===== src/rtl/ecm_synth_frame_collector.sv =====
// Ping-pong frame collector: gathers one frame of indexed I/Q samples in any order,
// then replays it in strict index order while the other bank fills.
package ecm_synth_frame_collector_pkg;
  localparam int ecm_num_channels = 6;
  localparam int ecm_synthesizer_data_width = 16;
  localparam int ecm_channel_index_width = $clog2(ecm_num_channels);

  typedef struct packed {
    logic                               valid;
    logic                               last;
    logic [ecm_channel_index_width-1:0] data_index;
  } channelizer_control_t;

  typedef enum logic {
    S_IDLE = 1'b0,
    S_READ = 1'b1
  } rd_state_t;
endpackage

module ecm_synth_frame_collector
  import ecm_synth_frame_collector_pkg::*;
#(
  parameter int NUM_CHANNELS = ecm_num_channels,
  parameter int DATA_WIDTH   = ecm_synthesizer_data_width
) (
  input  logic                         Clk,
  input  logic                         Rst,
  input  channelizer_control_t         Input_ctrl,
  input  logic signed [DATA_WIDTH-1:0] Input_data [2],
  output channelizer_control_t         Output_ctrl,
  output logic signed [DATA_WIDTH-1:0] Output_data [2],
  output logic                         Error_missing,
  output logic                         Error_duplicate,
  output logic                         Error_overflow,
  output logic                         Error_index,
  output rd_state_t                    Debug_rd_state
);
  localparam int IW = ecm_channel_index_width;
  localparam logic [IW-1:0] LAST_IDX = IW'(NUM_CHANNELS - 1);

  // Valid/ready: there is no back-pressure; a sample is taken whenever Input_ctrl.valid
  // is high, and Output_ctrl.valid marks one sample per cycle with no ready to wait on.
  logic signed [DATA_WIDTH-1:0] mem_i [2][NUM_CHANNELS];
  logic signed [DATA_WIDTH-1:0] mem_q [2][NUM_CHANNELS];
  logic [NUM_CHANNELS-1:0]      mask  [2];
  logic [1:0]                   full;
  logic                         wr;
  logic                         rd;
  rd_state_t                    state;
  logic [IW-1:0]                rd_idx;

  logic                    idx_ok;
  logic                    accept;
  logic                    close;
  logic                    draining;
  logic                    drain_done;
  logic [NUM_CHANNELS-1:0] wr_bit;
  logic [NUM_CHANNELS-1:0] mask_next;

  always_comb begin
    idx_ok     = int'(Input_ctrl.data_index) < NUM_CHANNELS;
    wr_bit     = NUM_CHANNELS'(1) << Input_ctrl.data_index;
    accept     = Input_ctrl.valid && idx_ok && !full[wr];
    close      = accept && Input_ctrl.last;
    mask_next  = mask[wr] | wr_bit;
    draining   = full[rd];
    drain_done = full[rd] && (rd_idx == LAST_IDX);
  end

  always_ff @(posedge Clk) begin
    if (accept) begin
      mem_i[wr][Input_ctrl.data_index] <= Input_data[0];
      mem_q[wr][Input_ctrl.data_index] <= Input_data[1];
    end
  end

  // Close and drain always touch different banks: a close needs full[wr]==0 while a
  // drain needs full[rd]==1, so the per-bank updates below never collide.
  always_ff @(posedge Clk) begin
    if (Rst) begin
      full            <= '0;
      mask[0]         <= '0;
      mask[1]         <= '0;
      wr              <= 1'b0;
      rd              <= 1'b0;
      state           <= S_IDLE;
      rd_idx          <= '0;
      Output_ctrl     <= '0;
      Output_data[0]  <= '0;
      Output_data[1]  <= '0;
      Error_missing   <= 1'b0;
      Error_duplicate <= 1'b0;
      Error_overflow  <= 1'b0;
      Error_index     <= 1'b0;
    end else begin
      Error_duplicate <= accept && |(mask[wr] & wr_bit);
      Error_index     <= Input_ctrl.valid && !idx_ok;
      Error_overflow  <= Input_ctrl.valid && idx_ok && full[wr];
      Error_missing   <= close && (mask_next != '1);

      if (accept) mask[wr] <= mask_next;
      if (close) begin
        full[wr] <= 1'b1;
        wr       <= ~wr;
      end

      Output_ctrl.valid      <= draining;
      Output_ctrl.last       <= draining && (rd_idx == LAST_IDX);
      Output_ctrl.data_index <= rd_idx;
      Output_data[0] <= (draining && mask[rd][rd_idx]) ? mem_i[rd][rd_idx] : '0;
      Output_data[1] <= (draining && mask[rd][rd_idx]) ? mem_q[rd][rd_idx] : '0;

      // A freed bank gets its mask cleared here, so it is clean before it is written.
      if (drain_done) begin
        full[rd] <= 1'b0;
        mask[rd] <= '0;
        rd       <= ~rd;
        rd_idx   <= '0;
        state    <= (full[~rd] || (close && (wr == ~rd))) ? S_READ : S_IDLE;
      end else if (draining) begin
        rd_idx <= rd_idx + 1'b1;
        state  <= S_READ;
      end else begin
        state <= S_IDLE;
      end
    end
  end

  assign Debug_rd_state = state;
endmodule


===== config.mk =====
export PLATFORM = sky130hd
export DESIGN_NAME = ecm_synth_frame_collector
export DESIGN_NICKNAME = d
export VERILOG_FILES = /design/src/rtl/ecm_synth_frame_collector.sv
export SDC_FILE = /design/constraint.sdc
export NUM_CORES = 1
export LEC_CHECK = 0
export CAP_MARGIN = 10
export CORE_AREA = 2 2 224 226
export DETAILED_ROUTE_END_ITERATION = 8
export DIE_AREA = 0 0 226 228
export PLACE_DENSITY = 0.57
export SYNTH_ARGS = -nofsm -noshare
export SYNTH_HDL_FRONTEND = slang
export SYNTH_SLANG_ARGS = --single-unit

===== constraint.sdc =====
create_clock -name Clk -period 4 [get_ports Clk]
set_clock_uncertainty 0.1 [all_clocks]
set_input_delay 0.6 -clock Clk [delete_from_list [all_inputs] [get_ports Clk]]
set_output_delay 0.6 -clock Clk [all_outputs]
set_load 0.1 [all_outputs]

==> results.py <==
metrics = {
    "grt": {
        "grt_pass1_wl_um": 55200,
        "grt_overflow": 0,
        "gr-usage-all-layers_pct": 14.3,
        "grt_max_degree": 58,
        "grt_pass1_vias": 8680,
        "grt_antenna_before_repair": 0,
    },
    "synth": {
        "syn_area_um2": 17000,
        "synth_compound_area_share_pct": 2.69,
        "yosysSeqAreaShare_pct": 75.3,
        "synth_cell_types": 43,
        "synth_edf_count": 384,
        "synth.avg_cell_area_um2": 20.5,
        "synthCells": 828,
        "synth_flop_cell": "edfxtp_1",
        "synth-xor-area-share_pct": 0.0515,
        "synthMuxAreaShare_pct": 16.4,
        "synth_top_family_by_area": "multiplexers",
        "ys_warn_count": 0,
        "synthSimpleGateAreaFrac_pct": 3.67,
        "synth_fp_nets": 869,
        "yosys_register_bits": 447,
        "synthTopCellsByArea": "edfxtp_1, mux4_2, dfxtp_1",
        "synth_adder_area_share_pct": 0.147,
        "yosysTopAreaCell": "edfxtp_1",
        "postSynth.asyncResetShare_pct": 0,
        "synth_top_area_share_pct": 67.8,
    },
    "sta": {
        "rsz0062_at_grt": "no",
        "post-route-period-util_pct": 68.7,
        "worst_pin_slew_ns": 0.993,
        "tns_ns": 0,
        "max_freq_ghz": 0.364,
        "slew_headroom_pct": 33.6,
        "setup_viol": 0,
        "fin_hold_ws_ns": 0.496,
        "maxSlewViolCount": 0,
        "final.setup.worst_slack_ns": 1.25,
        "min_period_ns": 2.75,
        "hold_viol_final": 0,
    },
    "status": {
        "outcome": "complete, no violations",
    },
    "setup_path": {
        "slowest_stage": "clkdlybuf4s50_1",
        "cp_top_family": "buffers and inverters",
        "path_cells": "clkdlybuf4s50_1",
        "arrival_ns": 2.05,
        "criticalPathCategory": "flip-flop to output pin",
        "max_stage_delay_ns": 1.13,
        "worstPathMaxFanout": 1,
        "crit_path_end_kind": "output pin",
        "start_kind": "flip-flop",
        "critical_path_buf_inv_count": 1,
        "required_ns": 3.30,
    },
    "route": {
        "routedWlPerCell_um": 22.2,
        "routed_wl_um": 36300,
        "num_vias": 8248,
        "drt_iter0_drc": 599,
        "vias_per_cell": 5.03,
        "drcViolationCount": 0,
        "postRouteAntennaNets": 0,
        "first_pass_iters": 5,
    },
    "cells_and_area": {
        "fin_cells": 1639,
        "antenna_cells": 0,
        "nets": 974,
        "final_core_util_pct": 41.0,
        "drive_gt1_share_pct": 25.9,
        "stdcell_area_um2": 20200,
        "fillCellCount": 4368,
        "area_growth_syn_to_layout_pct": 19.0,
    },
    "cts": {
        "cts-root-buf": "clkbuf_16",
        "cts_tree": "built",
        "ctsHoldBuffers": 0,
        "clk_latency_ns": 0.57,
        "numCtsBuffers": 46,
        "cts_sinks": 447,
        "postCtsSetupBuffers": 0,
        "htreeDepth": 2,
        "cts-resized-gates": 0,
        "cts_buffer_depth": 3,
        "clk_pin_slew_ns": 0.06,
    },
    "power_and_ir_drop": {
        "p_clk_share_pct": 42.8,
        "internal_power_mw": 7.72,
        "seq_power_share_pct": 52.8,
        "power_density_nw_per_um2": 482,
        "switching_share_pct": 20.8,
        "switchingPower_mw": 2.03,
        "vdd_drop_max_mv": 0.272,
        "p_leak_nw": 6.08,
        "power_frac_comb_pct": 4.4,
        "power_mw": 9.75,
    },
    "placement": {
        "pre_cts_ws_ns": 0.692,
        "gp_congestion": 0.752,
        "io_buffer_count": 80,
        "dp_hpwl_um": 21200,
        "dpl.cell_count": 1557,
        "dpl_cell_area_um2": 18800,
    },
    "flow_run": {
        "drv_cap": 0,
    },
    "floorplanning": {
        "coreArea_um2": 49300,
        "die_h_um": 228,
        "die_area_um2": 51500,
        "io_pins": 81,
        "dieWidth_um": 226,
        "initial_core_util_pct": 34.4,
        "num_rows": 82,
    },
    "worst_hold_path": {
        "hold_class": "flip-flop to flip-flop",
    },
}
[cell usage in the layout, fill, tap and decap left out, drive strengths merged, types with 2 or more instances in the layout]
cell	synthesis	final
a311oi	3	3
nand2	9	9
nand3	3	3
a32oi	32	32
bufinv	0	3
buf	34	30
mux2i	22	22
nor4	2	2
o21ai	2	2
nand3b	2	2
clkinv	0	13
dfxtp	63	63
ha	2	2
nor3	37	37
o22ai	3	3
mux4	98	98
or3b	4	4
nor2b	16	16
clkdlybuf4s50	0	80
clkbuf	19	64
a21oi	7	7
inv	3	3
mux2	32	32
nor2	33	33
clkinvlp	0	2
or3	2	2
edfxtp	384	384
[final timing paths]
kind	slack [ns]	end	cells after the start	start
worst min-delay path	0.50	Output_ctrl[2]$_SDFF_PP0_	1	rd_idx[2]$_SDFFE_PP0P_
worst min register to register	0.50	Output_ctrl[2]$_SDFF_PP0_	1	rd_idx[2]$_SDFFE_PP0P_
worst max register to register	1.26	Output_data[29]$_SDFF_PP0_	5	flip-flop
worst max-delay path	1.25	Output_data[22]	1	Output_data[22]$_SDFF_PP0_
[power by group through the flow]
| stage | registers (mW) | logic, mW | clock network [mW] |
|---|---|---|---|
| after global placement | 5.24 | 0.433 | 0 |
| after floorplan | 5.25 | 0.227 | 0 |
| after global routing | 5.15 | 0.464 | 4.45 |
| final | 5.14 | 0.430 | 4.17 |
| after CTS | 5.14 | 0.439 | 4.29 |
| after detailed placement | 5.24 | 0.438 | 0 |
[flip-flops by register name, summed over array words and instances (netlist names), named ones only]
name,flops
Debug_rd_state,1
Error_duplicate,1
Error_index,1
Error_missing,1
Error_overflow,1
Output_ctrl,5
Output_data,32
full,2
mask,12
mem_i,192
mem_q,192
rd,1
rd_idx,3
wr,1
[layer usage]
layer / track usage [%] / wire [um] / share of wire (%) / vias up
met2: 23.9 / 18100 / 50 / 175
met3: 2.59 / 1550 / 4.3 / 51
met5: 0 / 0 / 0 / -
met4: 3.85 / 678 / 1.9 / 0
li1: - / - / - / 3630
met1: 19.3 / 16000 / 44 / 4392
[cells by family after synthesis]
group	after synthesis
DFF	447
xor gates and xnor gates	1
buffers and inverters	56
AOI/OAI and AO/OA	54
and+or+nand+nor	116
muxes	152
adders and majority gates	2
[Yosys cell counts, drive strengths merged, types with 3 or more instances]
library cell	count
mux2i	22
mux4	98
or3b	4
o22ai	3
nand3	3
mux2	32
buf	34
a21oi	7
nand2	9
clkbuf	19
edfxtp	384
a311oi	3
nor2	33
a32oi	32
inv	3
nor2b	16
dfxtp	63
nor3	37
[area by class of cell]
type	count	area, um^2	area share (%)
clock buffer	64	1290	6.38
timing repair buffer	110	1100	5.44
sequential	447	12800	63.3
clock inverter	18	184	0.909
inverter	3	11.3	0.0557
tap	672	841	4.16
multi-input combinational	325	4000	19.8
Note: power is estimated with default switching activity, not from simulation.
